[src/rtl/absmax_accum_pkg.sv]
// Shared types and helpers for absmax_accum.
// Optional feature: ABSMAX_ACCUM_SAT_EN selects saturating lane sums.
package absmax_accum_pkg;

    typedef enum logic {
        ST_ACCUM = 1'b0,
        ST_HOLD  = 1'b1
    } state_e;

    localparam logic [1:0] SAT_NONE = 2'd0;
    localparam logic [1:0] SAT_POS  = 2'd1;
    localparam logic [1:0] SAT_NEG  = 2'd2;

    function automatic int cnt_width(input int window);
        return $clog2(window + 1);
    endfunction

    // Signed overflow of a+b happens only when both operands share a sign
    // and the result sign differs; the operand sign gives the clamp direction.
    function automatic logic [1:0] sat_add_kind(input logic a_msb,
                                                input logic b_msb,
                                                input logic r_msb);
        if ((a_msb == b_msb) && (r_msb != a_msb)) begin
            return a_msb ? SAT_NEG : SAT_POS;
        end
        return SAT_NONE;
    endfunction

endpackage

[src/rtl/absmax_lane.sv]
// One lane of absmax_accum: |x| running max and running signed sum.
// Saturation (ABSMAX_ACCUM_SAT_EN) is sticky until the accumulators clear.
module absmax_lane
    import absmax_accum_pkg::*;
#(
    parameter int N     = 23,
    parameter int SUM_W = N + 4
) (
    input  logic             clk,
    input  logic             rst_n,
    input  logic             acc_en_i,
    input  logic             acc_clr_i,
    input  logic             use_acc_i,
    input  logic [N-1:0]     x_i,
    output logic [N-1:0]     res_max_o,
    output logic [SUM_W-1:0] res_sum_o
);

    logic [N-1:0]     acc_max_q, acc_max_d;
    logic [SUM_W-1:0] acc_sum_q, acc_sum_d;
    logic [N:0]       x_ext;
    logic [N:0]       x_abs;
    logic [SUM_W-1:0] x_sext;
    logic [SUM_W-1:0] sum_raw;

    // N+1 bits so that the most negative sample has a representable magnitude.
    assign x_ext   = {x_i[N-1], x_i};
    assign x_abs   = x_ext[N] ? -x_ext : x_ext;
    assign x_sext  = SUM_W'($signed(x_i));
    assign sum_raw = acc_sum_q + x_sext;

    always_comb begin
        acc_max_d = acc_max_q;
        if ({1'b0, acc_max_q} < x_abs) begin
            acc_max_d = x_abs[N-1:0];
        end
    end

`ifdef ABSMAX_ACCUM_SAT_EN
    logic       sat_q, sat_d;
    logic [1:0] sat_kind;

    assign sat_kind = sat_add_kind(acc_sum_q[SUM_W-1], x_sext[SUM_W-1], sum_raw[SUM_W-1]);

    always_comb begin
        acc_sum_d = sum_raw;
        sat_d     = sat_q;
        if (sat_q) begin
            acc_sum_d = acc_sum_q;
        end else if (sat_kind == SAT_POS) begin
            acc_sum_d = {1'b0, {(SUM_W-1){1'b1}}};
            sat_d     = 1'b1;
        end else if (sat_kind == SAT_NEG) begin
            acc_sum_d = {1'b1, {(SUM_W-1){1'b0}}};
            sat_d     = 1'b1;
        end
    end

    always_ff @(posedge clk or negedge rst_n) begin
        if (!rst_n) begin
            sat_q <= 1'b0;
        end else if (acc_clr_i) begin
            sat_q <= 1'b0;
        end else if (acc_en_i) begin
            sat_q <= sat_d;
        end
    end
`else
    assign acc_sum_d = sum_raw;
`endif

    always_ff @(posedge clk or negedge rst_n) begin
        if (!rst_n) begin
            acc_max_q <= '0;
            acc_sum_q <= '0;
        end else if (acc_clr_i) begin
            acc_max_q <= '0;
            acc_sum_q <= '0;
        end else if (acc_en_i) begin
            acc_max_q <= acc_max_d;
            acc_sum_q <= acc_sum_d;
        end
    end

    // A direct close publishes the accumulators updated with the closing beat;
    // a release from HOLD publishes the already-updated accumulators.
    assign res_max_o = use_acc_i ? acc_max_q : acc_max_d;
    assign res_sum_o = use_acc_i ? acc_sum_q : acc_sum_d;

endmodule

[src/rtl/absmax_accum.sv]
// Per-window, per-lane absolute-max and sum accumulator with valid/ready I/O.
// Optional feature: ABSMAX_ACCUM_SAT_EN (saturating sums in absmax_lane).
module absmax_accum
    import absmax_accum_pkg::*;
#(
    parameter int N      = 23,
    parameter int CH     = 4,
    parameter int WINDOW = 16,
    parameter int SUM_W  = N + 4
) (
    input  logic                         clk,
    input  logic                         rst_n,
    input  logic                         in_valid,
    output logic                         in_ready,
    input  logic [CH*N-1:0]              in_data,
    input  logic                         in_last,
    output logic                         out_valid,
    input  logic                         out_ready,
    output logic [CH*N-1:0]              out_max,
    output logic [CH*SUM_W-1:0]          out_sum,
    output logic [$clog2(WINDOW+1)-1:0]  out_count,
    output logic                         dbg_state_o
);

    localparam int CW = cnt_width(WINDOW);

    // Handshakes: a beat transfers when in_valid && in_ready, a result
    // transfers when out_valid && out_ready, both sampled at the rising edge.
    state_e                state_q, state_d;
    logic [CW-1:0]         cnt_q, cnt_d;
    logic                  out_valid_q, out_valid_d;
    logic [CH*N-1:0]       out_max_q;
    logic [CH*SUM_W-1:0]   out_sum_q;
    logic [CW-1:0]         out_count_q;
    logic [CH*N-1:0]       res_max;
    logic [CH*SUM_W-1:0]   res_sum;
    logic                  in_hs;
    logic                  close;
    logic                  out_free;
    logic                  load_direct;
    logic                  load_hold;
    logic                  load;
    logic                  in_hold;

    assign in_hold     = (state_q == ST_HOLD);
    assign in_hs       = in_valid && !in_hold;
    assign close       = in_hs && (in_last || (cnt_q == CW'(WINDOW - 1)));
    assign out_free    = !out_valid_q || out_ready;
    assign load_direct = close && out_free;
    assign load_hold   = in_hold && out_ready;
    assign load        = load_direct || load_hold;

    always_comb begin
        state_d     = state_q;
        cnt_d       = cnt_q;
        out_valid_d = out_valid_q;
        case (state_q)
            ST_ACCUM: begin
                if (load_direct) begin
                    cnt_d = '0;
                end else if (close) begin
                    state_d = ST_HOLD;
                    cnt_d   = cnt_q + CW'(1);
                end else if (in_hs) begin
                    cnt_d = cnt_q + CW'(1);
                end
            end
            ST_HOLD: begin
                if (out_ready) begin
                    state_d = ST_ACCUM;
                    cnt_d   = '0;
                end
            end
            default: state_d = ST_ACCUM;
        endcase
        if (load) begin
            out_valid_d = 1'b1;
        end else if (out_ready) begin
            out_valid_d = 1'b0;
        end
    end

    always_ff @(posedge clk or negedge rst_n) begin
        if (!rst_n) begin
            state_q     <= ST_ACCUM;
            cnt_q       <= '0;
            out_valid_q <= 1'b0;
        end else begin
            state_q     <= state_d;
            cnt_q       <= cnt_d;
            out_valid_q <= out_valid_d;
        end
    end

    always_ff @(posedge clk or negedge rst_n) begin
        if (!rst_n) begin
            out_max_q   <= '0;
            out_sum_q   <= '0;
            out_count_q <= '0;
        end else if (load) begin
            out_max_q   <= res_max;
            out_sum_q   <= res_sum;
            out_count_q <= in_hold ? cnt_q : (cnt_q + CW'(1));
        end
    end

    for (genvar k = 0; k < CH; k++) begin : g_lane
        absmax_lane #(
            .N     (N),
            .SUM_W (SUM_W)
        ) u_lane (
            .clk       (clk),
            .rst_n     (rst_n),
            .acc_en_i  (in_hs && !load_direct),
            .acc_clr_i (load),
            .use_acc_i (in_hold),
            .x_i       (in_data[k*N +: N]),
            .res_max_o (res_max[k*N +: N]),
            .res_sum_o (res_sum[k*SUM_W +: SUM_W])
        );
    end

    assign in_ready    = !in_hold;
    assign out_valid   = out_valid_q;
    assign out_max     = out_max_q;
    assign out_sum     = out_sum_q;
    assign out_count   = out_count_q;
    assign dbg_state_o = state_q;

endmodule
[config.mk]
export PLATFORM = sky130hd
export DESIGN_NAME = absmax_accum
export DESIGN_NICKNAME = d
export VERILOG_FILES = /design/src/rtl/absmax_accum_pkg.sv /design/src/rtl/absmax_lane.sv /design/src/rtl/absmax_accum.sv
export SDC_FILE = /design/constraint.sdc
export NUM_CORES = 1
export LEC_CHECK = 0
export CAP_MARGIN = 5
export CORE_ASPECT_RATIO = 1.5
export CORE_MARGIN = 4
export CORE_UTILIZATION = 58
export DETAILED_ROUTE_END_ITERATION = 12
export MAX_ROUTING_LAYER = met4
export PLACE_DENSITY_LB_ADDON = 0.15
export SYNTH_ARGS = -nofsm -noshare
export SYNTH_HDL_FRONTEND = slang
export SYNTH_HIERARCHICAL = 1
export SYNTH_SLANG_ARGS = --single-unit
[constraint.sdc]
create_clock -name clk -period 4.1 [get_ports clk]
set_input_delay 0.82 -clock clk [delete_from_list [all_inputs] [get_ports clk]]
set_output_delay 0.82 -clock clk [all_outputs]
set_load 0.1 [all_outputs]
# --- After elaboration in Yosys (flattened, before gate mapping) ---
# Cells that the tools add are included.
word_totals:
  input_bits: 97
  ff_bits: 412
  word_cells: 89
  output_inout_bits: 208
op_classes:
  add_sub_neg: 9
  n_bitwise: 1
  n_eq_ne: 3
  order_cmp: 4
  n_mux: 44
  reduce_logical: 14
ops:
  columns: ["operator", "n"]
  rows:
  - ["$mux W23", 16]
  - ["$mux W27", 12]
  - ["$add A27 B27 Y27", 4]
  - ["$lt A23 B24 Y1", 4]
  - ["$mux W24", 4]
  - ["$neg A24 Y24", 4]
  - ["$mux W5", 5]
  - ["$pmux W5 S2", 1]
  - ["$add A5 B1 Y5 const B", 1]
  - ["$eq A5 B4 Y1 const B", 1]
  - ["$logic_and A1 B1 Y1", 5]
  - ["$mux W1", 5]
  - ["$ne A4 B4 Y1 const B", 1]
  - ["$reduce_bool A2 Y1", 2]
  - ["$logic_not A1 Y1", 3]
  - ["$logic_or A1 B1 Y1", 3]
  - ["$ne A2 B2 Y1 const B", 1]
  - ["$pmux W1 S2", 1]
  - ["$reduce_and A2 Y1", 1]
  - ["$not A1 Y1", 1]

# --- Longest topological paths before layout ---
depth:
  word_depth: 8
  ltp_mapped: 19
  ltp_nobuf: 18

# --- Cells and area by module ---
# The synthesis kept the hierarchy.
by_module_without_submodules:
  columns: ["mod", "instances", "seq_area_each_um2", "area_each_um2", "cells_per_inst"]
  rows:
  - ["absmax_lane (g_lane[1].u_lane ...)", 2, 1251.2, 5061.1, 631]
  - ["absmax_accum", 1, 5305.1, 8032.7, 480]
  - ["absmax_lane (g_lane[0].u_lane)", 1, 1251.2, 5310.1, 654]
  - ["absmax_lane (g_lane[3].u_lane)", 1, 1251.2, 4978.5, 609]

# --- Worst setup path after synthesis ---
# OpenSTA, ideal clock, no wires.
synth_timing:
  path_kind: "input port to flip-flop"
  from: "input in_data[28]"
  to: "register out_max_q[35] (netlist: out_max[35])"
  setup_slack_ps: -604
  path_stages: 15
  t_arrival_ps: 4576
  setup_ps: 128
  required_ps: 3972
  cell_sequence: "or4_4 > or3_4 > or2_4 > o41ai_4 > xor2_1 > ha_1 > nand4_1 > or3_1 > o32a_1 > a31oi_1 > or3_1 > buf_2 > clkbuf_1 > o21ai_0 > mux2_1"
synth_via:
  elab_chain_cells: 5
synth_lines:
  columns: ["item", "line", "rtl"]
  rows:
  - ["from (decl)", "absmax_accum.sv:15", "input logic [CH*N-1:0] in_data,"]
  - ["$neg A24 Y24", "absmax_lane.sv:28", "assign x_abs = x_ext[N] ? -x_ext : x_ext;"]
  - ["$mux W24 *", "absmax_lane.sv:28", null]
  - ["$lt A23 B24 Y1", "absmax_lane.sv:34", "if ({1'b0, acc_max_q} < x_abs) begin"]
  - ["$mux W23 *", "absmax_lane.sv:34", null]
  - ["$mux W23 *", "absmax_lane.sv:87", "assign res_max_o = use_acc_i ? acc_max_q : acc_max_d;"]
  - ["named net res_max[35]", "absmax_accum.sv:35", "logic [CH*N-1:0] res_max;"]
  - ["to (signal assigned)", "absmax_accum.sv:101", "out_max_q <= res_max;"]
  - ["to (decl)", "absmax_accum.sv:32", "logic [CH*N-1:0] out_max_q;"]
# The timed path passes the listed nets; every way through them passes the cells marked *.
# A chain may end at the register's enable or synchronous reset.

# --- Worst setup path in the final report ---
layout_timing:
  from: "input in_data[24]"
  to: "register out_max_q[35] (netlist: out_max[35])"
# The elaborated chain is that of the path after synthesis.

==> metrics.txt <==
status=complete, but fails checks; failing checks=setup timing; Pre-antenna DRT Iters=5; Slew HR=0.232; clock latency on the worst-skew pair=590 ps; Synth Register Bits=just over 400; Slew @ Worst Pin=roughly 1100 ps; Post-Syn Area=about 28,000 um2; most frequent cells after synthesis=dfrtp_1 (412), nand2_1 (264), o21ai_0 (254); fmax=~220 MHz; mean routed wirelength per cell=between 20 and 25 um; GR Overflow Total=0; Setup Crit Path Kind=input pin to flop; Cells after Synth=about 3,000; Max Slew Vio Count=0; total wire length=105 mm; via count=between 20,000 and 30,000; asr flop ratio synth=1.00; unique cell type count in the Yosys netlist=96; vias in the first global route=approximately 28,000; pre-CTS setup slack=-1090 ps; max-cap violations=0; Hold Crit Class=input pin to asynchronous set/reset pin; reg-to-reg setup timing slack=400 ps; final worst setup slack=-498 ps; WP data arrival=5060 ps; CTS clk-pin slew, worst paths=60 ps; DP Area=approximately 35,000 um2; first-pass GRT wire length=approximately 150 mm; Setup-failing EPs final=a little over 70; CTS tree=done; min Tclk post-route=roughly 4600 ps; Most used DFF post-synth=dfrtp_1; Chip Width=189 um; clock skew=between 15 and 20 ps; top post-synthesis cells by area=dfrtp_1 (36%), ha_1 (8.7%), mux2_1 (5.1%); Worst path max stage delay=460 ps; Residual DRC=0; Post-Route Hold Slack=165 ps; root buffer cell=clkbuf_16; cts-stage hold buffer count=0; nets@finish=approximately 4,000; total CTS buffers=43; HPWL after detailed placement=between 60 and 70 mm; Final Instance Area=approximately 40,000 um2; initial core utilization=0.586; Bufs on Longest Clock Path=3; warnings from Yosys=6; Synth top area share=0.362; Vias per Instance=6.37; area leader, netlist=dfrtp_1; Port Buffers=roughly 300; pin count of the biggest net entering global routing=146; syn nets=3,304; crit start category=input pin; mean post-synth cell area=about 9.5 um2; synth-to-layout area growth=39.0%; row cnt=~100; Detailed Route Iter0 Violations=about 2,000; Antenna Violating Nets Remaining=0; gr usage total=0.358; initial antenna violation count=2; boundary pin count=between 300 and 400; critical path buffer and inverter count=5; layout cells sized above 1=0.302; count leader, synth=dfrtp_1; Period Utilization, post-route=1.12; P per Cell Area=927 nW/um2; RSZ-0062 raised after global routing=yes; H-tree levels=2; CP required=about 4600 ps; Fin. Hold Viols=0; crit-path cells=dlygate4sd2_1 > or3_4 > buf_4 > nor4_4 > buf_4 > nand2_2 > nand2_2 > xor2_2 > ha_1 > a21oi_1 > nor2b_1 > o21ai_1 > nand3b_1 > or3_4 > buf_8 > buf_16 > nand2_4 > o21ai_4 > mux2_4; EDFF count, synth=0; DIE HEIGHT=between 200 and 300 um; CP Max Fanout=8; slowest stage cell on the critical path=or3_4; cell family with most CP delay=simple AND/OR/NAND/NOR gates; Placer Congestion=about 0.97; Leakage Power=17.8 nW; Crit. End Element=flop; Max VDD drop=~0.9 mV; clock sinks=roughly 410; Core Region=~49,000 um2; die area=approximately 53,000 um2; sequential share of the synthesized area=0.362
[what timing repair did]
item	CTS	global route
gates resized for setup	277	287
setup buffers	85	33
pin swaps	60	105
gates cloned	15	5
endpoints found under the setup margin	161	162
[layout by cell type, fill, tap and decap left out, types with 48 or more instances in the layout]
cell | Yosys | final
ha_1 | 198 | 189
clkbuf_16 | 0 | 49
a21oi_1 | 165 | 139
xnor2_1 | 49 | 49
mux2_2 | 113 | 101
mux2_4 | 0 | 76
mux2_1 | 128 | 64
nor2_1 | 186 | 137
clkdlybuf4s50_1 | 0 | 261
o21ai_0 | 254 | 203
inv_1 | 96 | 88
nand2_1 | 264 | 230
xor2_1 | 121 | 110
a211oi_1 | 102 | 56
mux2i_1 | 61 | 60
dfrtp_1 | 412 | 411
a21o_1 | 48 | 48
nor2b_1 | 55 | 55
buf_4 | 16 | 438
[state kept, by name, summed over array words and instances, names as in the netlist]
register,count
cnt_q,5
dbg_state_o,1
g_lane.u_lane/acc_max_q,92
g_lane.u_lane/acc_sum_q,108
out_count,5
out_max,92
out_sum,108
out_valid,1
[power breakdown]
part | total, mW | internal, mW | switching [mW]
Sequential | 7.80 | 5.95 | 1.85
Combinational | 24.7 | 8.76 | 15.9
Clock | 4.18 | 2.38 | 1.80
[per-layer routing]
layer	up-vias	GRT usage	part of all wire
met1	13600	0.397	0.36
met4	0	0.200	0.074
met2	1411	0.618	0.50
li1	12300	-	-
met3	548	0.0520	0.071
met5	-	-	0
[logic make-up after synthesis]
| group | synth area share |
|---|---|
| compound gates | 0.186 |
| xor+xnor | 0.0558 |
| fa+ha+maj | 0.0899 |
| buf+inv | 0.0404 |
| flops | 0.362 |
| mux | 0.117 |
| simple gates | 0.149 |
[worst register-to-register path: cells and delay by family (launching register included)]
family	cells	cell delay (ps)
simple gates	4	980
fa+ha+maj	2	450
compound gates	2	690
buf+inv	4	1030
flops	1	440
[stage by stage]
step	setup TNS [ps]	utilization	total power, mW	cells
final	-16060	0.814	36.7	4377
after floorplan	-26240	-	22.9	3005
after global routing	-27100	0.814	38.1	4376
after CTS	-1610	0.789	34.7	4351
after global placement	-136150	0.723	28.5	4178
after detailed placement	-150910	0.723	29.0	4178
[path summary, 6_finish.rpt]
path	startpoint	depth (start not counted)	to
max	in_data[24]	19	out_max[35]$_DFFE_PN0P_
max reg2reg	cnt_q[0]$_DFFE_PN0P_	12	g_lane[1].u_lane/acc_max_q[15]$_DFFE_PN0P_
min	rst_n	1	out_sum[36]$_DFFE_PN0P_
min in group clk	out_sum[99]$_DFFE_PN0P_	1	out_sum[99]$_DFFE_PN0P_
min reg2reg	out_sum[99]$_DFFE_PN0P_	1	out_sum[99]$_DFFE_PN0P_
max in group asynchronous	rst_n	2	out_max[10]$_DFFE_PN0P_
[area by class of cell]
type                       instances  area [um2]
multi-input combinational       2319       19000
sequential                       412       10300
fill                            2793        9020
timing repair buffer             812        7530
clock buffer                      60        1280
tap                              656         821
inverter                         100         383
clock inverter                    15         184
antenna                            3        7.51
(Power assumes the default switching activity.)
